[src/rtl/scr1_ipic_nested_if.sv]
// CSR-side register bus of the nested IPIC: read/write strobes, address, write and read data.
// master = CSR unit, slave = interrupt controller.
interface scr1_ipic_nested_if;
    logic        csr2ipic_r_req;
    logic        csr2ipic_w_req;
    logic [3:0]  csr2ipic_addr;
    logic [31:0] csr2ipic_wdata;
    logic [31:0] ipic2csr_rdata;

    modport master (
        output csr2ipic_r_req,
        output csr2ipic_w_req,
        output csr2ipic_addr,
        output csr2ipic_wdata,
        input  ipic2csr_rdata
    );

    modport slave (
        input  csr2ipic_r_req,
        input  csr2ipic_w_req,
        input  csr2ipic_addr,
        input  csr2ipic_wdata,
        output ipic2csr_rdata
    );
endinterface

[src/rtl/scr1_ipic_nested.sv]
// Nested-preemption interrupt controller: synchronised IRQ lines, per-line priority, threshold
// and an in-service nest (ISVR/CISV) driving the machine external interrupt request.
module scr1_ipic_nested #(
    parameter int unsigned IRQ_NUM     = 16,
    parameter int unsigned PRIO_W      = 3,
    parameter int unsigned SYNC_STAGES = 2
) (
    input  logic                 clk,
    input  logic                 rst_n,
    input  logic [IRQ_NUM-1:0]   soc2ipic_irq_lines_i,
    scr1_ipic_nested_if.slave    csr_if,
    output logic                 ipic2csr_irq_m_req_o
);

    localparam int unsigned IDX_W = (IRQ_NUM > 1) ? $clog2(IRQ_NUM) : 1;
    localparam logic [IDX_W:0] CisvVoid = (IDX_W+1)'(IRQ_NUM);

    localparam logic [3:0] AddrCisv  = 4'd0;
    localparam logic [3:0] AddrCicsr = 4'd1;
    localparam logic [3:0] AddrIpr   = 4'd2;
    localparam logic [3:0] AddrIsvr  = 4'd3;
    localparam logic [3:0] AddrEoi   = 4'd4;
    localparam logic [3:0] AddrSoi   = 4'd5;
    localparam logic [3:0] AddrIdx   = 4'd6;
    localparam logic [3:0] AddrIcsr  = 4'd7;
    localparam logic [3:0] AddrIprio = 4'd8;
    localparam logic [3:0] AddrThr   = 4'd9;

    // Returns {found, index}: highest priority request, ties to the lowest index.
    function automatic logic [IDX_W:0] arb_pick(
        input logic [IRQ_NUM-1:0]             req,
        input logic [IRQ_NUM-1:0][PRIO_W-1:0] prio
    );
        logic              found;
        logic [IDX_W-1:0]  idx;
        logic [PRIO_W-1:0] best;
        found = 1'b0;
        idx   = '0;
        best  = '0;
        for (int unsigned i = 0; i < IRQ_NUM; i++) begin
            if (req[i] && (!found || prio[i] > best)) begin
                found = 1'b1;
                idx   = IDX_W'(i);
                best  = prio[i];
            end
        end
        return {found, idx};
    endfunction

    logic [SYNC_STAGES-1:0][IRQ_NUM-1:0] sync_q;
    logic [IRQ_NUM-1:0]                  dly_q;
    logic [IRQ_NUM-1:0]                  ipr_q, ipr_d;
    logic [IRQ_NUM-1:0]                  isvr_q, isvr_d;
    logic [IRQ_NUM-1:0]                  ier_q, imr_q, invr_q;
    logic [IRQ_NUM-1:0][PRIO_W-1:0]      iprio_q;
    logic [PRIO_W-1:0]                   thr_q;
    logic [IDX_W-1:0]                    idx_q;
    logic [IDX_W:0]                      cisv_q, cisv_d;

    logic [IRQ_NUM-1:0] sync_lines, lvl, edge_act, clr;
    logic [31:0]        wdata;
    logic [3:0]         addr;
    logic               wr_cicsr, wr_ipr, wr_eoi, wr_soi, wr_idx, wr_icsr, wr_iprio, wr_thr;
    logic               cisv_vld, idx_vld;
    logic [IDX_W-1:0]   cisv_idx;
    logic [IRQ_NUM-1:0] cisv_onehot;
    logic [IDX_W:0]     win_pick, nest_pick;
    logic               win_vld, nest_vld;
    logic [IDX_W-1:0]   win_idx, nest_idx;
    logic [PRIO_W-1:0]  win_prio, cisv_prio;
    logic               req_vd, irq_req;
    logic               unused_wdata;

    assign wdata        = csr_if.csr2ipic_wdata;
    assign addr         = csr_if.csr2ipic_addr;
    assign unused_wdata = ^wdata;

    assign wr_cicsr = csr_if.csr2ipic_w_req && (addr == AddrCicsr);
    assign wr_ipr   = csr_if.csr2ipic_w_req && (addr == AddrIpr);
    assign wr_eoi   = csr_if.csr2ipic_w_req && (addr == AddrEoi);
    assign wr_soi   = csr_if.csr2ipic_w_req && (addr == AddrSoi);
    assign wr_idx   = csr_if.csr2ipic_w_req && (addr == AddrIdx);
    assign wr_icsr  = csr_if.csr2ipic_w_req && (addr == AddrIcsr);
    assign wr_iprio = csr_if.csr2ipic_w_req && (addr == AddrIprio);
    assign wr_thr   = csr_if.csr2ipic_w_req && (addr == AddrThr);

    assign cisv_vld    = cisv_q < CisvVoid;
    assign cisv_idx    = cisv_q[IDX_W-1:0];
    assign idx_vld     = {1'b0, idx_q} < CisvVoid;
    assign cisv_onehot = cisv_vld ? (IRQ_NUM'(1) << cisv_idx) : '0;

    // Input synchroniser followed by the edge-detect delay flop
    always_ff @(posedge clk or negedge rst_n) begin
        if (!rst_n) begin
            sync_q <= '0;
            dly_q  <= '0;
        end else begin
            sync_q[0] <= soc2ipic_irq_lines_i;
            for (int unsigned s = 1; s < SYNC_STAGES; s++) begin
                sync_q[s] <= sync_q[s-1];
            end
            dly_q <= sync_q[SYNC_STAGES-1];
        end
    end

    assign sync_lines = sync_q[SYNC_STAGES-1];
    assign lvl        = sync_lines ^ invr_q;
    assign edge_act   = (sync_lines ^ dly_q) & lvl;

    assign win_pick  = arb_pick(ipr_q & ier_q, iprio_q);
    assign win_vld   = win_pick[IDX_W];
    assign win_idx   = win_pick[IDX_W-1:0];
    assign win_prio  = iprio_q[win_idx];
    assign cisv_prio = iprio_q[cisv_idx];

    assign nest_pick = arb_pick(isvr_q & ~cisv_onehot, iprio_q);
    assign nest_vld  = nest_pick[IDX_W];
    assign nest_idx  = nest_pick[IDX_W-1:0];

    // Equal priority never preempts the line in service
    assign req_vd  = win_vld && (win_prio > thr_q);
    assign irq_req = req_vd && (!cisv_vld || (win_prio > cisv_prio));
    assign ipic2csr_irq_m_req_o = irq_req;

    always_comb begin
        clr = '0;
        if (wr_ipr) begin
            clr = wdata[IRQ_NUM-1:0];
        end
        if (wr_cicsr && cisv_vld && wdata[0]) begin
            clr[cisv_idx] = 1'b1;
        end
        if (wr_icsr && idx_vld && wdata[0]) begin
            clr[idx_q] = 1'b1;
        end
        if (wr_soi && irq_req) begin
            clr[win_idx] = 1'b1;
        end
    end

    // Level lines follow lvl (a clear only lands when lvl is already low); in edge mode a
    // fresh edge wins over a simultaneous clear.
    assign ipr_d = (imr_q & (edge_act | (ipr_q & ~clr))) | (~imr_q & lvl);

    always_comb begin
        isvr_d = isvr_q;
        cisv_d = cisv_q;
        if (wr_soi && irq_req) begin
            isvr_d[win_idx] = 1'b1;
            cisv_d          = {1'b0, win_idx};
        end else if (wr_eoi && cisv_vld) begin
            isvr_d[cisv_idx] = 1'b0;
            cisv_d           = nest_vld ? {1'b0, nest_idx} : CisvVoid;
        end
    end

    always_ff @(posedge clk or negedge rst_n) begin
        if (!rst_n) begin
            ipr_q  <= '0;
            isvr_q <= '0;
            cisv_q <= CisvVoid;
        end else begin
            ipr_q  <= ipr_d;
            isvr_q <= isvr_d;
            cisv_q <= cisv_d;
        end
    end

    always_ff @(posedge clk or negedge rst_n) begin
        if (!rst_n) begin
            ier_q  <= '0;
            imr_q  <= '0;
            invr_q <= '0;
            thr_q  <= '0;
            idx_q  <= '0;
            for (int unsigned i = 0; i < IRQ_NUM; i++) begin
                iprio_q[i] <= PRIO_W'(1);
            end
        end else begin
            if (wr_cicsr && cisv_vld) begin
                ier_q[cisv_idx] <= wdata[1];
            end
            if (wr_icsr && idx_vld) begin
                ier_q[idx_q]  <= wdata[1];
                imr_q[idx_q]  <= wdata[2];
                invr_q[idx_q] <= wdata[3];
            end
            if (wr_iprio && idx_vld) begin
                iprio_q[idx_q] <= wdata[PRIO_W-1:0];
            end
            if (wr_thr) begin
                thr_q <= wdata[PRIO_W-1:0];
            end
            if (wr_idx) begin
                idx_q <= wdata[IDX_W-1:0];
            end
        end
    end

    always_comb begin
        csr_if.ipic2csr_rdata = '0;
        if (csr_if.csr2ipic_r_req) begin
            case (addr)
                AddrCisv:  csr_if.ipic2csr_rdata = 32'(cisv_q);
                AddrCicsr: begin
                    if (cisv_vld) begin
                        csr_if.ipic2csr_rdata[0] = ipr_q[cisv_idx];
                        csr_if.ipic2csr_rdata[1] = ier_q[cisv_idx];
                    end
                end
                AddrIpr:   csr_if.ipic2csr_rdata = 32'(ipr_q);
                AddrIsvr:  csr_if.ipic2csr_rdata = 32'(isvr_q);
                AddrIdx:   csr_if.ipic2csr_rdata = 32'(idx_q);
                AddrIcsr: begin
                    csr_if.ipic2csr_rdata[12 +: IDX_W] = idx_q;
                    if (idx_vld) begin
                        csr_if.ipic2csr_rdata[0]   = ipr_q[idx_q];
                        csr_if.ipic2csr_rdata[1]   = ier_q[idx_q];
                        csr_if.ipic2csr_rdata[2]   = imr_q[idx_q];
                        csr_if.ipic2csr_rdata[3]   = invr_q[idx_q];
                        csr_if.ipic2csr_rdata[4]   = isvr_q[idx_q];
                        csr_if.ipic2csr_rdata[9:8] = 2'b11;
                    end
                end
                AddrIprio: begin
                    if (idx_vld) begin
                        csr_if.ipic2csr_rdata = 32'(iprio_q[idx_q]);
                    end
                end
                AddrThr:   csr_if.ipic2csr_rdata = 32'(thr_q);
                default:   csr_if.ipic2csr_rdata = '0;
            endcase
        end
    end

endmodule

[src/flat_wrapper.sv]
// flat-port wrapper written by rule: the top's interface ports become plain ports
module scr1_ipic_nested_flat 
#(
    parameter int unsigned IRQ_NUM     = 16,
    parameter int unsigned PRIO_W      = 3,
    parameter int unsigned SYNC_STAGES = 2
)
  (clk, rst_n, soc2ipic_irq_lines_i, ipic2csr_irq_m_req_o, csr_if_csr2ipic_r_req, csr_if_csr2ipic_w_req, csr_if_csr2ipic_addr, csr_if_csr2ipic_wdata, csr_if_ipic2csr_rdata);
  scr1_ipic_nested_if csr_if_i ();
  input  logic clk;
  input  logic rst_n;
  input  logic [IRQ_NUM-1:0] soc2ipic_irq_lines_i;
  output logic ipic2csr_irq_m_req_o;
  input wire logic [$bits(csr_if_i.csr2ipic_r_req)-1:0] csr_if_csr2ipic_r_req;
  input wire logic [$bits(csr_if_i.csr2ipic_w_req)-1:0] csr_if_csr2ipic_w_req;
  input wire logic [$bits(csr_if_i.csr2ipic_addr)-1:0] csr_if_csr2ipic_addr;
  input wire logic [$bits(csr_if_i.csr2ipic_wdata)-1:0] csr_if_csr2ipic_wdata;
  output wire logic [$bits(csr_if_i.ipic2csr_rdata)-1:0] csr_if_ipic2csr_rdata;
  assign csr_if_i.csr2ipic_r_req = csr_if_csr2ipic_r_req;
  assign csr_if_i.csr2ipic_w_req = csr_if_csr2ipic_w_req;
  assign csr_if_i.csr2ipic_addr = csr_if_csr2ipic_addr;
  assign csr_if_i.csr2ipic_wdata = csr_if_csr2ipic_wdata;
  assign csr_if_ipic2csr_rdata = csr_if_i.ipic2csr_rdata;
  scr1_ipic_nested #(.IRQ_NUM(IRQ_NUM), .PRIO_W(PRIO_W), .SYNC_STAGES(SYNC_STAGES)) u_core (.clk(clk), .rst_n(rst_n), .soc2ipic_irq_lines_i(soc2ipic_irq_lines_i), .csr_if(csr_if_i), .ipic2csr_irq_m_req_o(ipic2csr_irq_m_req_o));
endmodule
[config.mk]
export PLATFORM = sky130hd
export DESIGN_NAME = scr1_ipic_nested_flat
export DESIGN_NICKNAME = d
export VERILOG_FILES = /design/src/rtl/scr1_ipic_nested_if.sv /design/src/rtl/scr1_ipic_nested.sv /design/src/flat_wrapper.sv
export SDC_FILE = /design/constraint.sdc
export NUM_CORES = 1
export LEC_CHECK = 0
export CAP_MARGIN = 10
export CORE_MARGIN = 2
export CORE_UTILIZATION = 35
export CTS_CLUSTER_SIZE = 28
export DETAILED_ROUTE_END_ITERATION = 16
export SLEW_MARGIN = 15
export SYNTH_ARGS = -nofsm -noshare
export SYNTH_HDL_FRONTEND = slang
export SYNTH_SLANG_ARGS = --single-unit
[constraint.sdc]
create_clock -name clk -period 45 [get_ports clk]
set_input_delay 13.5 -clock clk [delete_from_list [all_inputs] [get_ports clk]]
set_output_delay 13.5 -clock clk [all_outputs]
set_load 0.02 [all_outputs]
# Yosys cells after proc, flatten, opt, wreduce, memory -nomap -nowiden
# Cells that the tools add are included.
# totals
wordCells	352
in_bits	56
register_bits	188
output_inout_bits	33
# classes
n_bitwise	19
shifts	1
n_mux	145
n_reduce_logical	112
n_eq_ne	9
n_lt_le_gt_ge	39
# op_table
operator	n
$mux 16	10
$mux 3	42
$and 16x16->16	7
$gt 3x3->1	32
$or 16x16->16	6
$bwmux 16	4
$mux 4	16
$not 16->16	4
$bwmux 48	1
$logic_and 1x1->1	48
$mux 1	44
$bmux 3 s4	3
$xor 16x16->16	2
$logic_not 1->1	31
$logic_or 1x1->1	31
$bmux 1 s4	7
$pmux 3 s7	1
$eq 4x3->1 const B	4
$pmux 2 s8	1
$shl 1x4->16 const A	1
$lt 4x5->1 const B	3
$mux 5	3
$demux 1 s4	3
$demux 3 s4	1
12 further kinds	20

# Logic depth before layout (Yosys ltp)
# Gate-level depths: netlist (run 1).
# depth
ltp_word	74
depth_mapped	137

# Least setup slack after synthesis (run 1)
# OpenSTA, ideal clock, no wires.
# synth_timing
kind	register to output
startpoint	register u_core.iprio_q[0] (netlist name)
endpoint	output ipic2csr_irq_m_req_o
setup_slack_ns	7.524
path_stages_with_launch	124
arrival_time_ns	23.976
path_buffers	8
cell_sequence	dfstp_2 -> clkbuf_1 -> and3_1 -> ha_1 -> and3b_1 -> o21ai_0 -> a21oi_1 -> a22o_1 -> ha_1 -> nand3b_1 -> a32o_1 -> a21oi_1 -> o31ai_1 -> ha_1 -> a21oi_1 -> o21ai_0 -> a32o_1 -> buf_6 -> [88 not listed] -> nor2b_1 -> o21ai_0 -> inv_1 -> o21ai_0 -> nor2b_1 -> o21ai_1 -> or3_1 -> buf_2 -> nor4_1 -> a22o_1 -> a21oi_1 -> and4_1 -> ha_1 -> a21o_1 -> a21oi_1 -> a31oi_1 -> o211ai_1 -> inv_1
# synth_via
elab_chain_len	66
# synth_rtl
element	line	rtl
start: declaration	scr1_ipic_nested.sv:55	logic [IRQ_NUM-1:0][PRIO_W-1:0] iprio_q;
start signal: indexed assignment	scr1_ipic_nested.sv:189	iprio_q[idx_q] <= wdata[PRIO_W-1:0];
$mux 3	scr1_ipic_nested.sv:41	if (req[i] && (!found || prio[i] > best)) begin
$gt 3x3->1	scr1_ipic_nested.sv:41	
$logic_or 1x1->1	scr1_ipic_nested.sv:41	
$logic_and 1x1->1	scr1_ipic_nested.sv:41	
$mux 3 / $mux 1 (equally long branches)	scr1_ipic_nested.sv:41	
$gt 3x3->1 / $logic_not 1->1 (equally long branches)	scr1_ipic_nested.sv:41	
$logic_or 1x1->1	scr1_ipic_nested.sv:41	
$logic_and 1x1->1	scr1_ipic_nested.sv:41	
[50 not listed]	--	
$logic_or 1x1->1	scr1_ipic_nested.sv:41	
$logic_and 1x1->1	scr1_ipic_nested.sv:41	
$mux 4	scr1_ipic_nested.sv:41	
$bmux 3 s4	scr1_ipic_nested.sv:113	assign win_prio = iprio_q[win_idx];
$mux 3 (implied by the code)	scr1_ipic_nested.sv:113	
$gt 3x3->1, on equally long branches	scr1_ipic_nested.sv:121, scr1_ipic_nested.sv:122	
$logic_and 1x1->1 / $logic_or 1x1->1 (equally long branches)	scr1_ipic_nested.sv:121, scr1_ipic_nested.sv:122	
$logic_and 1x1->1 (*)	scr1_ipic_nested.sv:122	assign irq_req = req_vd && (!cisv_vld || (win_prio > cisv_prio));
end: declaration	flat_wrapper.sv:13	output logic ipic2csr_irq_m_req_o;
# Every way passes the cells marked *; elsewhere a longest branch is shown, timed or not. The select of a mux whose other input is x is not followed.

# Final worst setup path (run 1)
# layout_timing
startpoint	register u_core.ipr_q[0]
endpoint	output ipic2csr_irq_m_req_o
# layout_via
elab_chain_len	67
# layout_rtl
element	line	rtl
start: declaration	scr1_ipic_nested.sv:52	logic [IRQ_NUM-1:0] ipr_q, ipr_d;
start signal: assignment	scr1_ipic_nested.sv:163	ipr_q <= ipr_d;
$and 16x16->16 (*)	scr1_ipic_nested.sv:110	assign win_pick = arb_pick(ipr_q & ier_q, iprio_q);
$mux 3 / $mux 1 (equally long branches)	scr1_ipic_nested.sv:41	
$gt 3x3->1 / $logic_not 1->1 (equally long branches)	scr1_ipic_nested.sv:41	
$logic_or 1x1->1	scr1_ipic_nested.sv:41	
$logic_and 1x1->1	scr1_ipic_nested.sv:41	
$mux 3 / $mux 1 (equally long branches)	scr1_ipic_nested.sv:41	
$gt 3x3->1 / $logic_not 1->1 (equally long branches)	scr1_ipic_nested.sv:41	
$logic_or 1x1->1	scr1_ipic_nested.sv:41	
[51 not listed]	--	
$logic_or 1x1->1	scr1_ipic_nested.sv:41	
$logic_and 1x1->1	scr1_ipic_nested.sv:41	
$mux 4	scr1_ipic_nested.sv:41	
$bmux 3 s4	scr1_ipic_nested.sv:113	
$mux 3 (implied by the code)	scr1_ipic_nested.sv:113	
$gt 3x3->1, on equally long branches	scr1_ipic_nested.sv:121, scr1_ipic_nested.sv:122	
$logic_and 1x1->1 / $logic_or 1x1->1 (equally long branches)	scr1_ipic_nested.sv:121, scr1_ipic_nested.sv:122	
$logic_and 1x1->1 (*)	scr1_ipic_nested.sv:122	
# Marks and branches as above.

==> metrics.txt, run 1 <==
CP max-delay cell=or4_4; port buffer count=56; GRT Util Overall=0.2387; Achievable Freq=23.58 MHz; num rows=75; TritonCTS Buffers=17; first-pass GRT wire length=78,650 um; RSZ-0062 raised after global routing=false; Critical Path RT=31.50 ns; Final Hold Vio Count=0; power per cell area=39.75 nW/um^2; H-tree depth=4; routed vias=13.25k; Max stage delay on crit path=0.62 ns; largest net degree at the start of global routing=79; DRC=0; Min Clock Period, post-route=42.41 ns; Area after DPL=15,740 um^2; number of synthesized flops with an enable pin=0; setup bufs post-CTS=0; Die Area=43,800 um^2; R2R Setup Slk=16.02 ns; share of layout cells above drive strength 1=0.1687; Netlist cell types=96; DR WL/cell=24.32 um; Initial Util=0.3532; Avg Cell Area, Syn=9.467 um^2; dpl hpwl=39,020 um; initial drt markers=1,325; Avg Vias per Cell=6.201; vias in the first global route=12.75k; Routed Antenna Nets=0; Slew Viols, Final=0; Synthesis Warnings=0; CP endpoint kind=primary output; Worst-Margin Slew=1.119 ns; final worst clock skew=0.01642 ns; Root Driver=clkbuf_16; core area=41,760 um^2; # IOs=89; Setup TNS=0 ns; FFs w/ async S/R, synth=1.000; initial antenna violation count=2; fin area=16,320 um^2; Clock Tree Buf Depth=2; Area Overhead vs Synth=10.63%; P_leak=6.657 nW; grt ovf=0; Die Width=209.3 um; height of the die=209.3 um; top_reg_cell synth=dfrtp_1; period utilisation layout=0.9425; Slew HR=0.2470; sequential share of the synthesized area=0.3204; TritonRoute pass-1 iters=9; crit start category=register; Synth Register Bits=188; final wirelength=51,970 um; Max Cap Viol=0; Peak VDD IR=0.02571 mV; status=finished, final reports clean; fill count=4,111; Worst path most repeated cell=ha_1; Post-Syn Instances=1,558; critical path data arrival time=28.91 ns; Synth Cell Area=14,750 um^2; worst-path fanout max=11; Final setup viols=0; clk sink count=188; global placer's final weighted congestion=0.9597; TritonCTS clock tree=done; Crit Path Class=register to primary output; # nets final=1,726; Reg clk slew, reported paths=0.08 ns; worst hold path class=register to register; Clock Latency Late Sink=0.46 ns
area by class of cell:
type,instances,area (um^2),area share
clock inverter,10,96.34,0.005904
sequential,188,4728,0.2898
timing repair buffer,72,679.4,0.04164
antenna,3,7.507,0.0004601
inverter,85,319.1,0.01955
multi-input combinational,1218,9348,0.5729
clock buffer,22,464.2,0.02845
tap,539,674.4,0.04133
report_power, final:
| part | total (W) | internal [W] | switching (W) | leakage, nW |
|---|---|---|---|---|
| Sequential | 0.000218 | 0.000184 | 0.0000337 | 2.38 |
| Combinational | 0.000280 | 0.000121 | 0.000159 | 4.00 |
| Clock | 0.000151 | 0.0000760 | 0.0000749 | 0.277 |
| Total | 0.000649 | 0.000381 | 0.000267 | 6.66 |
layer usage:
layer	track usage	up-vias	wire length, um
met5	0	-	0
met4	0.1153	0	2462
met3	0.04085	118	4630
met2	0.3689	688	23250
met1	0.3256	6552	21630
li1	-	5894	-
what timing repair did:
action / 4_1_cts / 5_1_grt
resized for setup: 0 / 2
setup endpoints to repair: 0 / 1
hold buffers: 0 / 0
cells by family (layout without fill, tap and decap cells):
group,count (synthesis),count (layout),share of synthesized area
DFF,188,188,0.3204
muxes,182,182,0.1871
buffers and inverters,167,189,0.05014
and+or+nand+nor,470,470,0.1534
other,1,19,0.0002543
AOI/OAI and AO/OA,462,462,0.2140
adders and majority gates,88,88,0.07465
critical path, delay by kind of cell, from the launching register on:
family,cells,cell delay (ns)
AND/OR/NAND/NOR,32,7.36
buffers and inverters,4,0.76
multiplexers,3,1.01
adder cells (fa/ha/maj),16,4.34
flip-flops,1,0.51
AO/OA/AOI/OAI,62,14.46
layout by cell type (no fill, tap or decap), types with 7 or more instances in the layout:
| cell type | instances |
|---|---|
| o21bai_1 | 8 |
| dfstp_2 | 17 |
| buf_4 | 16 |
| and3_1 | 11 |
| o21ai_1 | 26 |
| or3_1 | 7 |
| a21o_1 | 20 |
| nor2b_1 | 35 |
| nor3_1 | 13 |
| o211ai_1 | 20 |
| nor2_1 | 97 |
| o21ai_0 | 107 |
| a22oi_1 | 13 |
| clkdlybuf4s50_1 | 54 |
| mux4_2 | 65 |
| clkbuf_16 | 17 |
| or2_2 | 8 |
| nand3_1 | 31 |
| nand2_1 | 189 |
| o21a_1 | 21 |
| o22ai_1 | 16 |
| conb_1 | 16 |
| nor4_1 | 8 |
| a31oi_1 | 21 |
| dfrtp_1 | 169 |
| nand2b_1 | 19 |
| o31ai_1 | 11 |
| a22o_1 | 7 |
| inv_1 | 84 |
| mux2i_1 | 20 |
| and2_1 | 17 |
| mux2_2 | 96 |
| ha_1 | 88 |
| a221oi_1 | 19 |
| a21oi_1 | 74 |
worst paths after layout:
check | start | to | depth (start not counted)
min in group asynchronous | rst_n | u_core.sync_q[9]$_DFF_PN0_ | 1
max reg2reg | u_core.ipr_q[0]$_DFF_PN0_ | u_core.ipr_q[3]$_DFF_PN0_ | 120
min | u_core.sync_q[15]$_DFF_PN0_ | u_core.sync_lines[15]$_DFF_PN0_ | 0
max in group asynchronous | rst_n | u_core.thr_q[0]$_DFFE_PN0P_ | 3
max | u_core.ipr_q[0]$_DFF_PN0_ | ipic2csr_irq_m_req_o | 117
min reg2reg | u_core.sync_q[15]$_DFF_PN0_ | u_core.sync_lines[15]$_DFF_PN0_ | 0
sequential cells by signal, indices dropped and copies added, names as in the netlist:
signal and flops:
u_core.ier_q 16, u_core.invr_q 16, u_core.dly_q 16, u_core.cisv_q 5, u_core.imr_q 16, u_core.sync_q 16
u_core.ipr_q 16, u_core.sync_lines 16, u_core.iprio_q 48, u_core.isvr_q 16, u_core.thr_q 3, u_core.idx_q 4
synthesized netlist by cell type (7+ instances only):
master | n | area, um^2
a21o_1 | 20 | 150.1
a22oi_1 | 13 | 97.59
and2_1 | 17 | 106.4
mux2i_1 | 20 | 200.2
o21a_1 | 21 | 157.7
a22o_1 | 7 | 61.31
o21bai_1 | 9 | 67.56
and3_1 | 11 | 68.82
or3_1 | 7 | 43.79
clkbuf_1 | 42 | 157.7
nand2b_1 | 19 | 118.9
o22ai_1 | 16 | 100.1
o21ai_0 | 107 | 535.5
a31oi_1 | 21 | 131.4
nor2_1 | 97 | 364.1
mux2_2 | 96 | 1081
buf_4 | 16 | 120.1
a21oi_1 | 74 | 370.4
o31ai_1 | 11 | 82.58
ha_1 | 88 | 1101
o21ai_1 | 27 | 135.1
o211ai_1 | 20 | 150.1
nand3_1 | 31 | 155.2
nor2b_1 | 35 | 219.0
dfstp_2 | 17 | 446.7
dfrtp_1 | 171 | 4279
nand2_1 | 189 | 709.4
inv_1 | 84 | 315.3
nor4_1 | 8 | 50.05
buf_1 | 12 | 45.04
nor3_1 | 13 | 65.06
or2_2 | 8 | 50.05
mux4_2 | 65 | 1464
a221oi_1 | 19 | 166.4
stage by stage:
step / hold WS (ns) / worst slack, ns / utilization / power (W) / cells
floorplan: 0.3312 / 7.524 / - / 0.0004078 / 1573
global placement: 0.3317 / 3.544 / 0.3770 / 0.0004858 / 2102
detailed placement: 0.3347 / 3.039 / 0.3770 / 0.0004939 / 2102
CTS: 0.3480 / 2.407 / 0.3904 / 0.0006473 / 2134
global route: 0.3488 / 0.1929 / 0.3906 / 0.0006871 / 2134
finish: 0.3424 / 2.590 / 0.3907 / 0.0006487 / 2137
Note: power is estimated with default switching activity, not from simulation.
==> run 2, diff against run 1 <==
--- a/config.mk
+++ b/config.mk
@@ -10,6 +10,7 @@
 export CORE_UTILIZATION = 35
 export CTS_CLUSTER_SIZE = 28
 export DETAILED_ROUTE_END_ITERATION = 16
+export SKIP_CTS_REPAIR_TIMING = 1
 export SLEW_MARGIN = 15
 export SYNTH_ARGS = -nofsm -noshare
 export SYNTH_HDL_FRONTEND = slang
==> results of run 2 <==
The final DEF is identical to that of run 1; final timing and power are the same.
